### config.mk
export PLATFORM = sky130hd
export DESIGN_NAME = bus_cycle_sequencer
export DESIGN_NICKNAME = d
export VERILOG_FILES = /design/src/rtl/bus_cycle_sequencer.sv
export SDC_FILE = /design/constraint.sdc
export NUM_CORES = 1
export LEC_CHECK = 0
export ABC_AREA = 1
export CORE_MARGIN = 2
export CORE_UTILIZATION = 51
export DETAILED_ROUTE_END_ITERATION = 12
export DONT_BUFFER_PORTS = 1
export GPL_TIMING_DRIVEN = 0
export PLACE_DENSITY = 0.75
export SETUP_SLACK_MARGIN = 0.3
export SYNTH_ARGS = -nofsm -noshare
export SYNTH_HDL_FRONTEND = slang
export SYNTH_SLANG_ARGS = --single-unit
### constraint.sdc
create_clock -name clk -period 2.3 [get_ports clk]
set_clock_uncertainty 0.2 [all_clocks]
set_input_delay 0.46 -clock clk [delete_from_list [all_inputs] [get_ports clk]]
set_output_delay 0.46 -clock clk [all_outputs]
set_load 0.01 [all_outputs]
### src/rtl/bus_cycle_sequencer.sv
// T-state sequencer for the CPU pin controller: steps T1..T4 per machine cycle,
// inserts interrupt/IO/WAIT states, grants the bus between M-cycles, counts M-cycles.
module bus_cycle_sequencer #(
    parameter int IO_AUTO_WAIT = 1,
    parameter int MAX_M        = 6
) (
    input  logic       clk,
    input  logic       nreset,
    input  logic       mwait,
    input  logic       busrq,
    input  logic       in_intr,
    input  logic       last_m,
    input  logic       req_mread,
    input  logic       req_mwrite,
    input  logic       req_ioread,
    input  logic       req_iowrite,
    output logic       fFetch,
    output logic       fMRead,
    output logic       fMWrite,
    output logic       fIORead,
    output logic       fIOWrite,
    output logic       T1,
    output logic       T2,
    output logic       T3,
    output logic       T4,
    output logic       Tw1,
    output logic       Tw2,
    output logic       Twa,
    output logic       Tw,
    output logic       nextM,
    output logic       setM1,
    output logic       busack,
    output logic [2:0] m_num
);

    // Codes 0..7 double as bit positions of the strobe vector below.
    localparam logic [3:0] ST_T1     = 4'd0;
    localparam logic [3:0] ST_T2     = 4'd1;
    localparam logic [3:0] ST_T3     = 4'd2;
    localparam logic [3:0] ST_T4     = 4'd3;
    localparam logic [3:0] ST_TW1    = 4'd4;
    localparam logic [3:0] ST_TW2    = 4'd5;
    localparam logic [3:0] ST_TWA    = 4'd6;
    localparam logic [3:0] ST_TW     = 4'd7;
    localparam logic [3:0] ST_BUSACK = 4'd8;

    localparam logic [4:0] F_FETCH   = 5'b00001;
    localparam logic [4:0] F_MREAD   = 5'b00010;
    localparam logic [4:0] F_MWRITE  = 5'b00100;
    localparam logic [4:0] F_IOREAD  = 5'b01000;
    localparam logic [4:0] F_IOWRITE = 5'b10000;

    localparam logic [2:0] MAX_M_L   = 3'(MAX_M);

    logic [3:0] state_reg, state_next;
    logic [4:0] func_reg;
    logic [2:0] m_num_reg;
    logic [4:0] pend_func_reg;
    logic [2:0] pend_m_num_reg;

    logic       is_fetch;
    logic       is_io;
    logic       end_of_m;
    logic       enter_t1;
    logic [3:0] wait_next;
    logic [4:0] req_func;
    logic [2:0] req_m_num;
    logic [7:0] strobe_vec;

    assign is_fetch  = func_reg[0];
    assign is_io     = func_reg[3] | func_reg[4];
    assign end_of_m  = (state_reg == ST_T4) || ((state_reg == ST_T3) && !is_fetch);
    assign wait_next = mwait ? ST_TW : ST_T3;
    assign enter_t1  = (state_next == ST_T1) && (end_of_m || (state_reg == ST_BUSACK));

    // Function and M-cycle number of the cycle that follows the current one.
    always_comb begin
        req_func = F_MREAD;
        if (last_m)
            req_func = F_FETCH;
        else if (req_mread)
            req_func = F_MREAD;
        else if (req_mwrite)
            req_func = F_MWRITE;
        else if (req_ioread)
            req_func = F_IOREAD;
        else if (req_iowrite)
            req_func = F_IOWRITE;
    end

    always_comb begin
        req_m_num = m_num_reg + 3'd1;
        if (last_m)
            req_m_num = 3'd1;
        else if (m_num_reg >= MAX_M_L)
            req_m_num = MAX_M_L;
    end

    always_comb begin
        state_next = ST_T1;
        case (state_reg)
            ST_T1:  state_next = ST_T2;
            ST_T2: begin
                if (is_fetch && in_intr)
                    state_next = ST_TW1;
                else if (is_io && (IO_AUTO_WAIT != 0))
                    state_next = ST_TWA;
                else
                    state_next = wait_next;
            end
            ST_TW1: state_next = ST_TW2;
            ST_TW2, ST_TWA, ST_TW: state_next = wait_next;
            ST_T3: begin
                if (is_fetch)
                    state_next = ST_T4;
                else
                    state_next = busrq ? ST_BUSACK : ST_T1;
            end
            ST_T4:     state_next = busrq ? ST_BUSACK : ST_T1;
            ST_BUSACK: state_next = busrq ? ST_BUSACK : ST_T1;
            default:   state_next = ST_T1;
        endcase
    end

    // The next function is captured at the cycle boundary so a bus grant can
    // sit in between without the decoder holding last_m/req_* stable.
    always_ff @(posedge clk or negedge nreset) begin
        if (!nreset) begin
            state_reg      <= ST_T1;
            func_reg       <= F_FETCH;
            m_num_reg      <= 3'd1;
            pend_func_reg  <= F_FETCH;
            pend_m_num_reg <= 3'd1;
        end else begin
            state_reg <= state_next;
            if (end_of_m) begin
                pend_func_reg  <= req_func;
                pend_m_num_reg <= req_m_num;
            end
            if (enter_t1) begin
                func_reg  <= end_of_m ? req_func : pend_func_reg;
                m_num_reg <= end_of_m ? req_m_num : pend_m_num_reg;
            end
        end
    end

    genvar gi;
    generate
        for (gi = 0; gi < 8; gi++) begin : g_strobe
            assign strobe_vec[gi] = (state_reg == 4'(gi));
        end
    endgenerate

    assign T1  = strobe_vec[0];
    assign T2  = strobe_vec[1];
    assign T3  = strobe_vec[2];
    assign T4  = strobe_vec[3];
    assign Tw1 = strobe_vec[4];
    assign Tw2 = strobe_vec[5];
    assign Twa = strobe_vec[6];
    assign Tw  = strobe_vec[7];

    assign fFetch   = func_reg[0];
    assign fMRead   = func_reg[1];
    assign fMWrite  = func_reg[2];
    assign fIORead  = func_reg[3];
    assign fIOWrite = func_reg[4];

    assign nextM  = end_of_m;
    assign setM1  = end_of_m & last_m;
    assign busack = (state_reg == ST_BUSACK);
    assign m_num  = m_num_reg;

endmodule

==> impl_metrics.json <==
{
  "grt.overflow.total": 0,
  "max_freq_ghz": 0.491,
  "rows": 17,
  "ys_seq_elements": 20,
  "diodes": 0,
  "slowest_stage": "dfrtp_1",
  "wire_per_inst_um": 13.8,
  "wl_um": 2540,
  "grt_pass1_vias": 910,
  "core_area_um2": 2210,
  "maxCapViolCount": 0,
  "relSlewSlack_pct": 40.9,
  "vias": 970,
  "io_buffer_count": 0,
  "clock_sinks": 20,
  "met2_usage_pct": 34.8,
  "ios": 29,
  "hold-worst-slack_ns": 0.0739,
  "worstMarginPinSlew_ns": 0.883,
  "worst_slack_ns": 0.262,
  "grt.busiest_layer": "met2",
  "drive_above_1_share_pct": 38.9,
  "ctsLongestPathBuffers": 2,
  "clkTransAtPathRegs_ns": 0.11,
  "first_pass_iters": 4,
  "clk_latency_ns": 0.30,
  "nets": 170,
  "postPlaceCellArea_um2": 1230,
  "worstHoldPathType": "in -> reg",
  "synthToLayoutAreaGrowth_pct": 14.0,
  "synth_seq_area_share_pct": 42.3,
  "synthesis.nets": 158,
  "fin_crit_sh_pct": 88.6,
  "initial_core_util_pct": 54.1,
  "post-dp-hpwl_um": 1690,
  "routed_via_density": 5.24,
  "path_cells": "nor2_4 -> nand3_4 -> nand2_8 -> nand2_4 -> inv_4",
  "gp_congestion": 0.746,
  "cp_max_fo": 5,
  "status": "complete, no violations",
  "cts_buffers": 3,
  "first_iter_violations": 11,
  "grt_max_degree": 21,
  "syn-cell-area_um2": 1200,
  "grt_setup_unrepaired": "true",
  "p_leak_nw": 0.707,
  "dpl_worst_slack_ns": 0.450,
  "antenna_found_initial": 0,
  "setup_viol": 0,
  "met3_usage_pct": 2.57,
  "die-area_um2": 2750,
  "final_hold_viol_count": 0,
  "track_usage_pct": 20.6,
  "die_h_um": 52.4,
  "synthCells": 146,
  "cp.required_ns": 1.64,
  "fin_setup_tns_ns": 0,
  "cts_max_level": 1,
  "use_met1_pct": 26.3,
  "synth_area_leaders": "dfrtp_1, nand2_2, nand2_1",
  "clockRootBuffer": "clkbuf_4",
  "drc": 0,
  "critPathMaxStageDelay_ns": 0.44,
  "n_fill_cell": 213,
  "die_x_um": 52.4,
  "cts_tree": "yes",
  "drtAntennaViolNets": 0,
  "critPathArrivalTime_ns": 1.38,
  "drv_slew": 0,
  "critPathKind": "reg -> out",
  "final_area_um2": 1360,
  "stdcell_count": 185,
  "cp-start-kind": "register",
  "worstSetupEndpointType": "primary output",
  "fin_crit_ns": 2.04,
  "synth_area_per_cell_um2": 8.19,
  "dp.cells": 174,
  "powerDensity_nw_per_um2": 1360,
  "irDropWorstVdd_mv": 0.694,
  "ys_types": 25,
  "grt_pass1_wl_um": 4110,
  "synth_area_leader_cell": "dfrtp_1",
  "synth_top_area_share_pct": 33.5,
  "yosys_warnings": 0
}
-- cell families (layout without fill, tap and decap cells) --
family                     Yosys count  count (layout)  synth area share (%)
DFF                                 20              20                  42.3
AOI/OAI and AO/OA                    8               8                  4.29
buffers and inverters               23              33                  8.47
and+or+nand+nor                     93              94                  42.9
adders and majority gates            2               2                  2.09
-- layout make-up --
cell class	count	area, µm²	share of cell area, %
Buffer	1	11.3	0.826
Clock buffer	4	26.3	1.93
Inverter	22	95.1	6.97
Multi-Input combinational cell	104	638	46.8
Sequential cell	20	507	37.2
Tap cell	28	35.0	2.57
Timing Repair Buffer	6	51.3	3.76
-- critical path: cells and delay by family (launching register included) --
kind	cells	cell delay (ns)
DFF	1	0.44
and+or+nand+nor	4	0.58
buffers and inverters	1	0.06
-- cell usage after synthesis, drive strengths merged --
cell type	count
o211ai	1
o21ai	4
nand3	7
nor2	13
nor3	5
nand2	66
dfstp	4
a21oi	2
ha	2
nand4	1
dfrtp	16
inv	22
o221ai	1
nor4	1
buf	1
-- stage by stage --
| stage | utilization, % | power [mW] |
|---|---|---|
| after CTS | 60.0 | 1.79 |
| final | 61.7 | 1.85 |
| after detailed placement | 55.7 | 1.51 |
| after global placement | 55.7 | 1.48 |
| after floorplan | - | 1.36 |
| after global routing | 61.7 | 1.99 |
-- layer usage --
metal | vias up | share of wire (%)
met1 | 470 | 42
li1 | 473 | -
met4 | 0 | 1.6
met5 | - | 0
met2 | 22 | 52
met3 | 5 | 4.0
-- where the power goes --
group | switching [mW] | internal [mW]
registers | 0.154 | 0.518
clock network | 0.107 | 0.0677
logic | 0.652 | 0.352
-- what timing repair did --
item                                   CTS  global route
buffers inserted                         3             2
gates cloned                             1             0
setup endpoints to repair                3            10
endpoints found under the hold margin   20             0
hold buffers                             1             0
pin swaps                                5             0
resized for setup                        9             6
-- worst paths after layout --
path	endpoint	cells past startpoint	start	slack, ns
max in group asynchronous	state_reg[1]	1	nreset	0.79
max reg2reg	m_num[1]	9	state_reg[2]	0.53
min in group asynchronous	func_reg[2]	1	nreset	0.51
max	setM1	5	state_reg[2]	0.26
min	pend_func_reg[0]	2	last_m	0.07
min reg2reg	pend_func_reg[1]	2	pend_func_reg[1]	0.30
-- layout by cell type, fill, tap and decap left out, types with 2 or more instances in the layout --
master | Yosys | layout
clkbuf_4 | 0 | 3
inv_4 | 0 | 2
buf_6 | 1 | 2
nand2_1 | 37 | 37
nor2_4 | 2 | 2
nand3_1 | 4 | 3
nor3_1 | 4 | 3
ha_1 | 2 | 2
nand2_8 | 1 | 2
inv_2 | 1 | 2
buf_4 | 0 | 4
dfrtp_1 | 16 | 15
nor2_1 | 10 | 8
a21oi_1 | 2 | 2
nand2_2 | 27 | 27
inv_1 | 20 | 17
nand3_4 | 2 | 3
o21ai_0 | 4 | 4
nor2_2 | 1 | 3
dfstp_2 | 4 | 4
Power figures use the tool's default switching activity.
